## src/rtl/uart_cmd_parser_if.sv

```systemverilog
// rtl/uart_cmd_parser_if.sv - byte-in / command-out bundle for the UART command parser
//
// Signals:
//   rx_data   [7:0]          received byte, meaningful when rx_valid=1
//   rx_valid                 one-cycle strobe, new byte on rx_data
//   cmd_code  [7:0]          ASCII letter of the last good command
//   cmd_value [VALUE_W-1:0]  decoded value of the last good command
//   cmd_valid                one-cycle pulse, cmd_code/cmd_value updated
//   cmd_error                one-cycle pulse, frame rejected
//   busy                     frame in progress
// Modports: master = byte source / command sink, slave = parser.
interface uart_cmd_parser_if #(
    parameter int VALUE_W = 10
);
    logic [7:0]         rx_data;
    logic               rx_valid;
    logic [7:0]         cmd_code;
    logic [VALUE_W-1:0] cmd_value;
    logic               cmd_valid;
    logic               cmd_error;
    logic               busy;

    modport master (
        output rx_data, rx_valid,
        input  cmd_code, cmd_value, cmd_valid, cmd_error, busy
    );

    modport slave (
        input  rx_data, rx_valid,
        output cmd_code, cmd_value, cmd_valid, cmd_error, busy
    );
endinterface

```

## src/rtl/uart_cmd_parser.sv

```systemverilog
// rtl/uart_cmd_parser.sv - ASCII <letter><digits><CR|LF> command frame decoder
//
// Ports:
//   clk    system clock
//   rst_n  asynchronous active-low reset
//   bus    uart_cmd_parser_if.slave: rx_data/rx_valid in; cmd_code, cmd_value,
//          cmd_valid, cmd_error, busy out (all outputs registered)
module uart_cmd_parser #(
    parameter int MAX_DIGITS     = 3,
    parameter int VALUE_W        = 10,
    parameter int TIMEOUT_CYCLES = 5_000_000
) (
    input  logic               clk,
    input  logic               rst_n,
    uart_cmd_parser_if.slave   bus
);

    localparam int CNT_W = $clog2(MAX_DIGITS + 1);
    localparam int TO_W  = (TIMEOUT_CYCLES > 1) ? $clog2(TIMEOUT_CYCLES) : 1;
    localparam logic [CNT_W-1:0] MAX_CNT = CNT_W'(MAX_DIGITS);
    localparam logic [TO_W-1:0]  TO_LAST = TO_W'(TIMEOUT_CYCLES - 1);

    typedef enum logic [1:0] {
        S_IDLE,
        S_DIGITS,
        S_SKIP
    } state_t;

    state_t             state_q, state_d;
    logic [7:0]         letter_q, letter_d;
    logic [VALUE_W-1:0] acc_q, acc_d;
    logic [CNT_W-1:0]   count_q, count_d;
    logic [TO_W-1:0]    to_q, to_d;
    logic [7:0]         cmd_code_q, cmd_code_d;
    logic [VALUE_W-1:0] cmd_value_q, cmd_value_d;
    logic               cmd_valid_q, cmd_valid_d;
    logic               cmd_error_q, cmd_error_d;
    logic               busy_q;

    logic is_letter, is_digit, is_term;

    assign is_letter = (bus.rx_data >= 8'h61) && (bus.rx_data <= 8'h7A);
    assign is_digit  = (bus.rx_data >= 8'h30) && (bus.rx_data <= 8'h39);
    assign is_term   = (bus.rx_data == 8'h0D) || (bus.rx_data == 8'h0A);

    always_ff @(posedge clk or negedge rst_n) begin
        if (!rst_n) begin
            state_q     <= S_IDLE;
            letter_q    <= '0;
            acc_q       <= '0;
            count_q     <= '0;
            to_q        <= '0;
            cmd_code_q  <= '0;
            cmd_value_q <= '0;
            cmd_valid_q <= 1'b0;
            cmd_error_q <= 1'b0;
            busy_q      <= 1'b0;
        end else begin
            state_q     <= state_d;
            letter_q    <= letter_d;
            acc_q       <= acc_d;
            count_q     <= count_d;
            to_q        <= to_d;
            cmd_code_q  <= cmd_code_d;
            cmd_value_q <= cmd_value_d;
            cmd_valid_q <= cmd_valid_d;
            cmd_error_q <= cmd_error_d;
            busy_q      <= (state_d != S_IDLE);
        end
    end

    always_comb begin
        state_d     = state_q;
        letter_d    = letter_q;
        acc_d       = acc_q;
        count_d     = count_q;
        cmd_code_d  = cmd_code_q;
        cmd_value_d = cmd_value_q;
        cmd_valid_d = 1'b0;
        cmd_error_d = 1'b0;
        // Idle counter clears on any byte and whenever not inside a frame;
        // it only advances in the frame states below.
        to_d        = '0;

        case (state_q)
            S_IDLE: begin
                if (bus.rx_valid) begin
                    if (is_letter) begin
                        letter_d = bus.rx_data;
                        acc_d    = '0;
                        count_d  = '0;
                        state_d  = S_DIGITS;
                    end else if (!is_term) begin
                        // Stray terminators are dropped so CR LF pairs pass silently.
                        cmd_error_d = 1'b1;
                    end
                end
            end

            S_DIGITS: begin
                if (bus.rx_valid) begin
                    if (is_digit) begin
                        if (count_q == MAX_CNT) begin
                            cmd_error_d = 1'b1;
                            state_d     = S_SKIP;
                        end else begin
                            // Widened multiply-add; VALUE_W holds 10^MAX_DIGITS-1 so
                            // the truncation back to VALUE_W never drops bits.
                            acc_d   = VALUE_W'((VALUE_W + 4)'(acc_q) * (VALUE_W + 4)'(10)
                                               + (VALUE_W + 4)'(bus.rx_data[3:0]));
                            count_d = count_q + CNT_W'(1);
                        end
                    end else if (is_term) begin
                        if (count_q != '0) begin
                            cmd_code_d  = letter_q;
                            cmd_value_d = acc_q;
                            cmd_valid_d = 1'b1;
                        end else begin
                            cmd_error_d = 1'b1;
                        end
                        state_d = S_IDLE;
                    end else begin
                        cmd_error_d = 1'b1;
                        state_d     = S_SKIP;
                    end
                end else if (to_q == TO_LAST) begin
                    cmd_error_d = 1'b1;
                    state_d     = S_IDLE;
                end else begin
                    to_d = to_q + TO_W'(1);
                end
            end

            S_SKIP: begin
                if (bus.rx_valid) begin
                    if (is_term) begin
                        state_d = S_IDLE;
                    end
                end else if (to_q == TO_LAST) begin
                    state_d = S_IDLE;
                end else begin
                    to_d = to_q + TO_W'(1);
                end
            end

            default: begin
                state_d = S_IDLE;
            end
        endcase
    end

    assign bus.cmd_code  = cmd_code_q;
    assign bus.cmd_value = cmd_value_q;
    assign bus.cmd_valid = cmd_valid_q;
    assign bus.cmd_error = cmd_error_q;
    assign bus.busy      = busy_q;

endmodule

```

## src/flat_wrapper.sv

```systemverilog
// flat-port wrapper written by rule: the top's interface ports become plain ports
module uart_cmd_parser_flat 
#(
    parameter int MAX_DIGITS     = 3,
    parameter int VALUE_W        = 10,
    parameter int TIMEOUT_CYCLES = 5_000_000
)
  (clk, rst_n, bus_rx_data, bus_rx_valid, bus_cmd_code, bus_cmd_value, bus_cmd_valid, bus_cmd_error, bus_busy);
  uart_cmd_parser_if #(.VALUE_W(VALUE_W)) bus_i ();
  input  logic clk;
  input  logic rst_n;
  input wire logic [$bits(bus_i.rx_data)-1:0] bus_rx_data;
  input wire logic [$bits(bus_i.rx_valid)-1:0] bus_rx_valid;
  output wire logic [$bits(bus_i.cmd_code)-1:0] bus_cmd_code;
  output wire logic [$bits(bus_i.cmd_value)-1:0] bus_cmd_value;
  output wire logic [$bits(bus_i.cmd_valid)-1:0] bus_cmd_valid;
  output wire logic [$bits(bus_i.cmd_error)-1:0] bus_cmd_error;
  output wire logic [$bits(bus_i.busy)-1:0] bus_busy;
  assign bus_i.rx_data = bus_rx_data;
  assign bus_i.rx_valid = bus_rx_valid;
  assign bus_cmd_code = bus_i.cmd_code;
  assign bus_cmd_value = bus_i.cmd_value;
  assign bus_cmd_valid = bus_i.cmd_valid;
  assign bus_cmd_error = bus_i.cmd_error;
  assign bus_busy = bus_i.busy;
  uart_cmd_parser #(.MAX_DIGITS(MAX_DIGITS), .VALUE_W(VALUE_W), .TIMEOUT_CYCLES(TIMEOUT_CYCLES)) u_core (.clk(clk), .rst_n(rst_n), .bus(bus_i));
endmodule
```

## config.mk

```make
export PLATFORM = sky130hd
export DESIGN_NAME = uart_cmd_parser_flat
export DESIGN_NICKNAME = d
export VERILOG_FILES = /design/src/rtl/uart_cmd_parser_if.sv /design/src/rtl/uart_cmd_parser.sv /design/src/flat_wrapper.sv
export SDC_FILE = /design/constraint.sdc
export NUM_CORES = 1
export LEC_CHECK = 0
export CAP_MARGIN = 30
export CORE_MARGIN = 8
export CORE_UTILIZATION = 60
export CTS_CLUSTER_SIZE = 8
export DETAILED_ROUTE_END_ITERATION = 10
export GPL_ROUTABILITY_DRIVEN = 0
export HOLD_SLACK_MARGIN = 0.12
export PLACE_DENSITY = 0.94
export SETUP_SLACK_MARGIN = 0.4
export SYNTH_ARGS = -nofsm -noshare
export SYNTH_HDL_FRONTEND = slang
export SYNTH_SLANG_ARGS = --single-unit
```

## constraint.sdc

```tcl
create_clock -name clk -period 7.6 [get_ports clk]
set_input_delay 0.76 -clock clk [delete_from_list [all_inputs] [get_ports clk]]
set_output_delay 0.76 -clock clk [all_outputs]
set_load 0.02 [all_outputs]
```

==> impl_metrics.yaml, run 1 <==
outcome:
  status: "complete, no violations"
clock_network:
  cts_buffers: 9
  cts_max_path_buffers: 2
  cts_sinks: 66
  path_clk_slew_ps: 60
  post_cts_buffers: 0
  clock_latency_ps: 340
  cts_tree: "built"
  htreeDepth: 3
  cts_resized: 0
  ctsHoldBuffers: 0
  cts.root.buffer_cell: "clkbuf_8"
grt:
  grt_max_degree: 67
  grt_pass1_vias: 2547
  grt_remaining_overflow: 0
  grt_usage_pct: 16.8
  grt_pass1_wl_um: 11500
  antenna_found_initial: 0
min_path:
  hold_class: "reg2reg"
  whs_endpoint: "u_core.letter_q[6]"
  hold_depth: 1
  min_from: "u_core.letter_q[6]"
finish:
  fin_nets: 384
  drive_gt1_share_pct: 13.0
  antenna_cells: 0
  postLayoutCellArea_sq_um: 3990
  area_growth_syn_to_layout_pct: 16.2
die:
  initial_core_util_pct: 62.3
  die_width_um: 91.6
  core_area_sq_um: 5510
  ios: 32
  rows: 27
  dieArea_sq_um: 8400
  die_y_um: 91.6
detailed_routing:
  wire_per_inst_um: 15.5
  wirelength_um: 6590
  drtIter0Drc: 129
  drc: 0
  ant_nets: 0
  vias: 2433
  first_pass_iters: 4
  via_per_inst: 5.71
sta:
  min_period_over_period_pct: 37.9
  fin_ws_ps: 4720
  tightest_slew_ps: 989
  rsz0062_at_grt: "no"
  slew_violations: 0
  setup_viol: 0
  fin_crit_ps: 2880
  final_hold_viol_count: 0
  fin_skew_ps: 8.08
  finalHoldWorstSlack_ps: 474
  fin_setup_tns_ps: 0
  relSlewSlack_pct: 33.5
  max_freq_mhz: 347
power:
  pwr-share-comb_pct: 26.1
  powerDensity_nw_per_um2: 240
  p_sw_share_pct: 31.5
  internal_power_w: 0.000655
  p_seq_share_pct: 44.5
  clock_power_share_pct: 29.4
  irDropWorstVdd_mv: 0.127
  cellLeakagePower_nw: 1.81
  p_switching_w: 0.000301
place:
  dpl-instance-area_sq_um: 3800
  post-place-ws_ps: 4360
  place_hpwl_um: 4620
  io_buffers: 31
yosys:
  synth-edff-count: 0
  yosysTopAreaCell: "dfrtp_1"
  post-synth-top-count-cell: "dfrtp_1"
  synthCells: 313
  yosysTopAreaCellShare_pct: 48.1
  synth_area_leaders: "dfrtp_1 (48%), ha_1 (7.7%), mux2_2 (6.2%), xor2_1 (4.8%), nor2_1 (3.6%)"
  avgSynthCellArea_sq_um: 11.0
  synth_top_flop_cell: "dfrtp_1"
  ys_seq_elements: 66
  async_reset_ff_share_pct: 100
  netlist_top_cells_count: "dfrtp_1 (66), nor2_1 (33), nand2_1 (31)"
  yosysSeqAreaShare_pct: 48.1
  synth_area_sq_um: 3430
  syn_nets: 347
  yosysWarnings: 0
  yosysUniqueCellTypes: 51
job:
  drv_cap: 0
worst_setup_path:
  r2r-end: "u_core.acc_q[9]"
  r2r_cells: 9
  cp-end-kind: "flip-flop"
  path_class: "in2reg"
  reg2reg_from: "u_core.acc_q[1]"
  start_kind: "input pin"
  arrival_ps: 3100
  path_max_fanout: 19
  required_ps: 7820
  r2r_setup_slack_ps: 4830
routing by layer:
| layer | GRT usage, % | vias up | routed length, um |
|---|---|---|---|
| met5 | 0 | - | 0 |
| met4 | 7.64 | 0 | 130 |
| met3 | 4.81 | 11 | 283 |
| met2 | 28.7 | 49 | 3300 |
| met1 | 19.1 | 1212 | 2880 |
| li1 | - | 1161 | - |
worst max-delay path, cell delays in order:
cell             delay [ps]
clkdlybuf4s50_1         490
nor4_1                  370
o211ai_2                250
nor3_4                  790
mux2_2                  420
per-stage QoR:
step                      utilization (%)  cells  power [W]
final                                72.4    426   0.000956
after global routing                 72.4    426    0.00101
after CTS                            72.4    426   0.000961
after detailed placement             69.1    411   0.000678
after global placement               69.1    411   0.000669
after floorplan                         -    313   0.000612
power by group through the flow:
stage | clock, W | combinational (W) | sequential [W]
after floorplan | 0 | 0.000185 | 0.000427
after global placement | 0 | 0.000240 | 0.000429
after detailed placement | 0 | 0.000247 | 0.000431
after CTS | 0.000287 | 0.000249 | 0.000425
after global routing | 0.000300 | 0.000283 | 0.000431
final | 0.000281 | 0.000249 | 0.000426
sequential cells by signal, summed over array words and instances, names as in the netlist:
name	cells
u_core.to_q	23
u_core.acc_q	10
u_core.bus.cmd_value	10
u_core.bus.cmd_code	8
u_core.letter_q	8
u_core.count_q	2
u_core.state_q	2
u_core.bus.busy	1
u_core.bus.cmd_error	1
u_core.bus.cmd_valid	1
final cells by class:
type	count	area, sq um
well taps	72	90.1
multi-input cells	229	1700
inverters	12	45.0
clock inverters	3	40.0
flip-flops and latches	66	1650
clock buffers	12	145
repair buffers	32	313
fillers	368	1520
layout by cell type (no fill, tap or decap), types with 2 or more instances in the layout:
| cell type | n |
|---|---|
| a211oi_1 | 3 |
| a21o_1 | 3 |
| a21oi_1 | 4 |
| and3_1 | 2 |
| clkbuf_1 | 2 |
| clkbuf_8 | 10 |
| clkdlybuf4s50_1 | 30 |
| clkinv_2 | 2 |
| dfrtp_1 | 66 |
| fa_1 | 2 |
| ha_1 | 21 |
| inv_1 | 12 |
| mux2_1 | 4 |
| mux2_2 | 19 |
| nand2_1 | 31 |
| nand3_1 | 13 |
| nand3b_1 | 2 |
| nand4_1 | 6 |
| nor2_1 | 33 |
| nor3_1 | 3 |
| nor4b_1 | 3 |
| o21ai_0 | 18 |
| or2_2 | 3 |
| or4_1 | 2 |
| xnor2_1 | 12 |
| xor2_1 | 19 |
logic make-up after synthesis:
family | after synthesis | synth area share (%)
compound gates | 36 | 6.82
buf+inv | 18 | 2.22
simple gates | 114 | 17.6
flops | 66 | 48.1
mux | 24 | 7.84
fa+ha+maj | 23 | 8.82
xor+xnor | 32 | 8.57
worst max path at each step:
stage / start / end / slack [ps] / cells past startpoint
4_1_cts: bus_rx_data[4] / u_core.bus.cmd_value[8] / 4720 / 5
2_1_floorplan: u_core.acc_q[1] / u_core.acc_q[9] / 5170 / 8
3_5_place_dp: bus_rx_data[4] / u_core.bus.cmd_value[8] / 4360 / 5
5_1_grt: bus_rx_data[3] / u_core.count_q[1] / 4550 / 6
3_3_place_gp: bus_rx_data[4] / u_core.bus.cmd_value[7] / 4430 / 5
6_report: bus_rx_data[4] / u_core.bus.cmd_code[1] / 4720 / 5
No activity file was read; power rests on OpenSTA's default activity.
==> run 2: changes to the inputs <==
--- a/config.mk
+++ b/config.mk
@@ -7,12 +7,12 @@
 export LEC_CHECK = 0
 export CAP_MARGIN = 30
 export CORE_MARGIN = 8
-export CORE_UTILIZATION = 60
+export CORE_UTILIZATION = 57
 export CTS_CLUSTER_SIZE = 8
 export DETAILED_ROUTE_END_ITERATION = 10
 export GPL_ROUTABILITY_DRIVEN = 0
 export HOLD_SLACK_MARGIN = 0.12
-export PLACE_DENSITY = 0.94
+export PLACE_DENSITY = 0.9
 export SETUP_SLACK_MARGIN = 0.4
 export SYNTH_ARGS = -nofsm -noshare
 export SYNTH_HDL_FRONTEND = slang
==> constraint.sdc (replaced) <==
create_clock -name clk -period 3 [get_ports clk]
set_input_delay 0.3 -clock clk [delete_from_list [all_inputs] [get_ports clk]]
set_output_delay 0.3 -clock clk [all_outputs]
set_load 0.02 [all_outputs]
==> impl_metrics.yaml, run 2 (synthesis gave the netlist of run 1 again) <==
sta:
  slew_violations: 0
  rsz0062_at_grt: "no"
  setup_viol: 0
  max_freq_mhz: 408
  fin_crit_ps: 2450
  final_hold_viol_count: 0
  relSlewSlack_pct: 62.1
  fin_setup_tns_ps: 0
  fin_skew_ps: 13.0
  tightest_slew_ps: 568
  min_period_over_period_pct: 81.7
clock_network:
  cts_tree: "built"
  cts_sinks: 66
  cts_buffers: 9
  cts_max_path_buffers: 2
  cts.root.buffer_cell: "clkbuf_8"
  clock_latency_ps: 340
  path_clk_slew_ps: 80
  htreeDepth: 3
die:
  die_width_um: 93.6
  die_y_um: 93.6
  ios: 32
  initial_core_util_pct: 58.3
  dieArea_sq_um: 8760
  core_area_sq_um: 5890
  rows: 28
detailed_routing:
  first_pass_iters: 4
  ant_nets: 0
  wirelength_um: 6700
  vias: 2430
  wire_per_inst_um: 15.3
  drc: 0
  via_per_inst: 5.55
  drtIter0Drc: 109
grt:
  grt_pass1_vias: 2517
  grt_max_degree: 27
  grt_pass1_wl_um: 11400
  antenna_found_initial: 0
  grt_remaining_overflow: 0
  grt_usage_pct: 16.3
worst_setup_path:
  start_kind: "flip-flop"
  path_cells: "ha_1 > ha_1 > fa_2 > a211oi_2 > nor2_1 > xor2_1 > nand3b_1 > xnor3_1 > o21ai_0"
  reg2reg_from: "u_core.acc_q[1]"
  path_max_fanout: 2
  r2r_cells: 9
  cp_slowest_cell: "dfrtp_1"
  path_class: "reg2reg"
  cp-end-kind: "flip-flop"
  r2r_setup_slack_ps: 550
  required_ps: 3260
  max_stage_delay_ps: 390
  arrival_ps: 2710
  crit_top_cell: "ha_1"
  r2r-end: "u_core.acc_q[9]"
finish:
  fillerInstances: 412
  largest_reg_flops: 23
  largest_register: "u_core.to_q"
  antenna_cells: 0
  area_growth_syn_to_layout_pct: 19.0
  final_cell_mix: "dfrtp_1 (66), nor2_1 (33), nand2_1 (31)"
  fin_util_pct: 69.4
  final_common_cell: "dfrtp_1"
  drive_gt1_share_pct: 16.3
  fin_nets: 392
min_path:
  min_from: "u_core.letter_q[6]"
  hold_class: "reg2reg"
  hold_depth: 1
  whs_endpoint: "u_core.letter_q[6]"
power:
  powerDensity_nw_per_um2: 610
  irDropWorstVdd_mv: 0.405
  cellLeakagePower_nw: 1.84
job:
  drv_cap: 0
place:
  place_hpwl_um: 4840
  io_buffers: 31
outcome:
  status: "complete, no violations"
## run 2: worst max path at each step
stage                          startpoint  depth (start not counted)  slack, ps              end
after floorplan           u_core.acc_q[1]                          8        570  u_core.acc_q[9]
after global placement     bus_rx_data[1]                          6        410  u_core.acc_q[0]
after detailed placement   bus_rx_data[1]                          6        300  u_core.acc_q[3]
after CTS                 u_core.acc_q[3]                          9        450  u_core.acc_q[9]
after global routing      u_core.acc_q[3]                          9        420  u_core.acc_q[9]
final                     u_core.acc_q[1]                          9        550  u_core.acc_q[9]
## run 2: worst max-delay path: cells and delay by family, from the launching register on
| kind | cells | cell delay, ps |
|---|---|---|
| XOR/XNOR | 2 | 540 |
| flip-flops | 1 | 390 |
| AO/OA/AOI/OAI | 2 | 330 |
| AND/OR/NAND/NOR | 2 | 190 |
| adder cells (fa/ha/maj) | 3 | 920 |
## run 2: metal layers
layer  up-vias  share of wire [%]  track usage (%)
li1       1184                  -                -
met1      1188                 44             19.3
met2        54                 49             26.9
met3         4                6.7             6.41
met4         0               0.52             4.49
met5         -                  0                0
## run 2: final cells by class
type	count	area, sq um	area share, %
clock buffers	10	128	3.12
inverters	12	45.0	1.10
multi-input cells	229	1720	42.2
repair buffers	40	375	9.19
flip-flops and latches	66	1650	40.4
clock inverters	6	67.6	1.65
well taps	75	93.8	2.30
## run 2: power breakdown
part	internal (W)	total, W	switching (W)	leakage, nW
logic	0.000295	0.000693	0.000397	0.852
registers	0.000992	0.00107	0.0000777	0.899
clock network	0.000385	0.000729	0.000344	0.0925
total	0.00167	0.00249	0.000819	1.84
## run 2: timing repair
| item | 4_1_cts | 5_1_grt |
|---|---|---|
| gates resized for setup | 1 | 3 |
| buffers inserted | 2 | 1 |
| hold buffers | 1 | 0 |
| setup endpoints to repair | 1 | 3 |
| hold endpoints to repair | 24 | 0 |
| pin swaps | 1 | 2 |
## run 2: stage by stage
step	worst slack (ps)	std cells	hold WS, ps	power [W]	cell area, sq um
after floorplan	570	313	4.41	0.00155	3430
after global placement	411	418	313	0.00172	3840
after detailed placement	296	418	318	0.00174	3840
after CTS	453	437	477	0.00250	4070
after global routing	418	438	504	0.00265	4090
final	549	438	476	0.00249	4090
==> run 3: changes to the inputs <==
--- a/config.mk
+++ b/config.mk
@@ -7,12 +7,12 @@
 export LEC_CHECK = 0
 export CAP_MARGIN = 30
 export CORE_MARGIN = 8
-export CORE_UTILIZATION = 57
+export CORE_UTILIZATION = 52
 export CTS_CLUSTER_SIZE = 8
 export DETAILED_ROUTE_END_ITERATION = 10
 export GPL_ROUTABILITY_DRIVEN = 0
 export HOLD_SLACK_MARGIN = 0.12
-export PLACE_DENSITY = 0.9
+export PLACE_DENSITY = 0.87
 export SETUP_SLACK_MARGIN = 0.4
 export SYNTH_ARGS = -nofsm -noshare
 export SYNTH_HDL_FRONTEND = slang
==> constraint.sdc (replaced) <==
create_clock -name clk -period 2.2 [get_ports clk]
set_input_delay 0.22 -clock clk [delete_from_list [all_inputs] [get_ports clk]]
set_output_delay 0.22 -clock clk [all_outputs]
set_load 0.02 [all_outputs]
==> impl_metrics.yaml, run 3 (synthesis gave the netlist of run 1 again) <==
die:
  dieArea_sq_um: 9460
  rows: 29
  initial_core_util_pct: 53.7
  die_width_um: 97.2
  die_y_um: 97.2
  core_area_sq_um: 6390
  ios: 32
worst_setup_path:
  r2r_cells: 10
  cp-end-kind: "flip-flop"
  start_kind: "flip-flop"
  path_max_fanout: 3
  required_ps: 2480
  path_cells: "buf_6 > ha_4 > ha_4 > fa_2 > a211oi_2 > nor2_1 > xor2_1 > nand3b_1 > xnor3_1 > o21ai_1"
  reg2reg_from: "u_core.acc_q[2]"
  r2r_setup_slack_ps: -170
  arrival_ps: 2650
  crit_top_cell: "ha_4"
  cp_slowest_cell: "dfrtp_1"
  max_stage_delay_ps: 450
  r2r-end: "u_core.acc_q[9]"
  path_class: "reg2reg"
finish:
  final_common_cell: "dfrtp_1"
  final_cell_mix: "dfrtp_1 (60), buf_4 (43), nand2_1 (23)"
  largest_reg_flops: 23
  fillerInstances: 302
  drive_gt1_share_pct: 48.1
  largest_register: "u_core.to_q"
  antenna_cells: 0
  fin_nets: 445
  fin_util_pct: 82.5
  area_growth_syn_to_layout_pct: 53.5
clock_network:
  htreeDepth: 3
  cts_buffers: 9
  cts.root.buffer_cell: "clkbuf_8"
  cts_tree: "built"
  cts_sinks: 66
  path_clk_slew_ps: 90
  cts_max_path_buffers: 2
  clock_latency_ps: 370
detailed_routing:
  first_pass_iters: 4
  ant_nets: 0
  dr_wl_met3_um: 491
  wire_per_inst_um: 22.1
  drtIter0Drc: 149
  wirelength_um: 10900
  drc: 0
  vias: 2926
  wl_met2_um: 5660
  routed.top_layer: "met4"
  drt-met1-wl_um: 4300
  via_per_inst: 5.94
sta:
  fin_setup_tns_ps: -283
  fin_skew_ps: 21.9
  slew_violations: 0
  setup_viol: 2
  relSlewSlack_pct: 68.1
  final_hold_viol_count: 0
  fin_ws_ps: -170
  min_period_over_period_pct: 108
  tightest_slew_ps: 478
  max_freq_mhz: 422
  rsz0062_at_grt: "yes"
  fin_crit_ps: 2370
power:
  p_switching_w: 0.00168
  p_seq_share_pct: 33.7
  p_sw_share_pct: 37.2
  powerDensity_nw_per_um2: 855
  clock_power_share_pct: 26.4
  cellLeakagePower_nw: 2.27
  internal_power_w: 0.00283
  pwr-share-comb_pct: 39.9
  irDropWorstVdd_mv: 0.600
outcome:
  status: "finished, violations left"
  violations: "negative setup slack"
job:
  drv_cap: 0
place:
  place_hpwl_um: 5430
  io_buffers: 31
  post-place-ws_ps: -135
min_path:
  hold_class: "in2async"
grt:
  grt_pass1_wl_um: 15600
  grt_usage_pct: 20.6
  grt_pass1_vias: 2991
  antenna_found_initial: 0
  grt_remaining_overflow: 0
  grt_max_degree: 37
==> run 3: worst max path at each step <==
stage                         start               to  slack, ps  cells past startpoint
detailed placement  u_core.acc_q[3]  u_core.acc_q[9]       -130                      9
global placement    u_core.acc_q[2]  u_core.acc_q[9]        -20                      8
finish              u_core.acc_q[2]  u_core.acc_q[9]       -170                     10
global route        u_core.acc_q[2]  u_core.acc_q[9]       -250                     10
CTS                 u_core.acc_q[3]  u_core.acc_q[9]         -8                      9
floorplan           u_core.acc_q[1]  u_core.acc_q[9]         -6                      9
==> run 3: final cells by class <==
class                   count  area, sq um  share of cell area (%)
well taps                  77         96.3                    1.83
clock buffers               9          124                    2.35
flip-flops and latches     66         1660                    31.5
repair buffers             93          892                    16.9
multi-input cells         229         2350                    44.7
inverters                  12         45.0                   0.855
clock inverters             7         98.8                    1.88
==> run 3: worst max-delay path: cells and delay by family (launching register included) <==
kind / cells / cell delay (ps)
simple gates: 2 / 220
fa+ha+maj: 3 / 690
flops: 1 / 450
xor+xnor: 2 / 410
buf+inv: 1 / 150
compound gates: 2 / 350
==> run 3: layer usage <==
metal | vias up | GRT usage [%]
met5 | - | 0
met4 | 0 | 11.1
met3 | 48 | 5.05
met2 | 119 | 34.6
met1 | 1474 | 23.5
li1 | 1285 | -
==> run 3: stage by stage <==
stage	hold slack, ps	instance area [sq um]	instances	total power, W
after floorplan	-75.6	3470	313	0.00215
after global placement	69.6	4090	445	0.00251
after global routing	246	5270	493	0.00466
final	221	5270	493	0.00450
after CTS	239	4800	483	0.00397
after detailed placement	75.0	4090	445	0.00256
==> run 3: what timing repair did <==
item                                   4_1_cts  5_1_grt
setup buffers                               19       10
hold buffers                                 1        0
setup endpoints to repair                   59       63
gates resized for setup                     57      112
endpoints found under the hold margin       66        0
pin swaps                                   17       34
cloned                                       2        0
==> run 3: power by group through the flow <==
| stage | clock network (W) | logic, W | registers [W] |
|---|---|---|---|
| floorplan | 0 | 0.000670 | 0.00148 |
| global placement | 0 | 0.00104 | 0.00147 |
| detailed placement | 0 | 0.00108 | 0.00148 |
| CTS | 0.00117 | 0.00131 | 0.00149 |
| global route | 0.00123 | 0.00190 | 0.00152 |
| finish | 0.00119 | 0.00180 | 0.00152 |
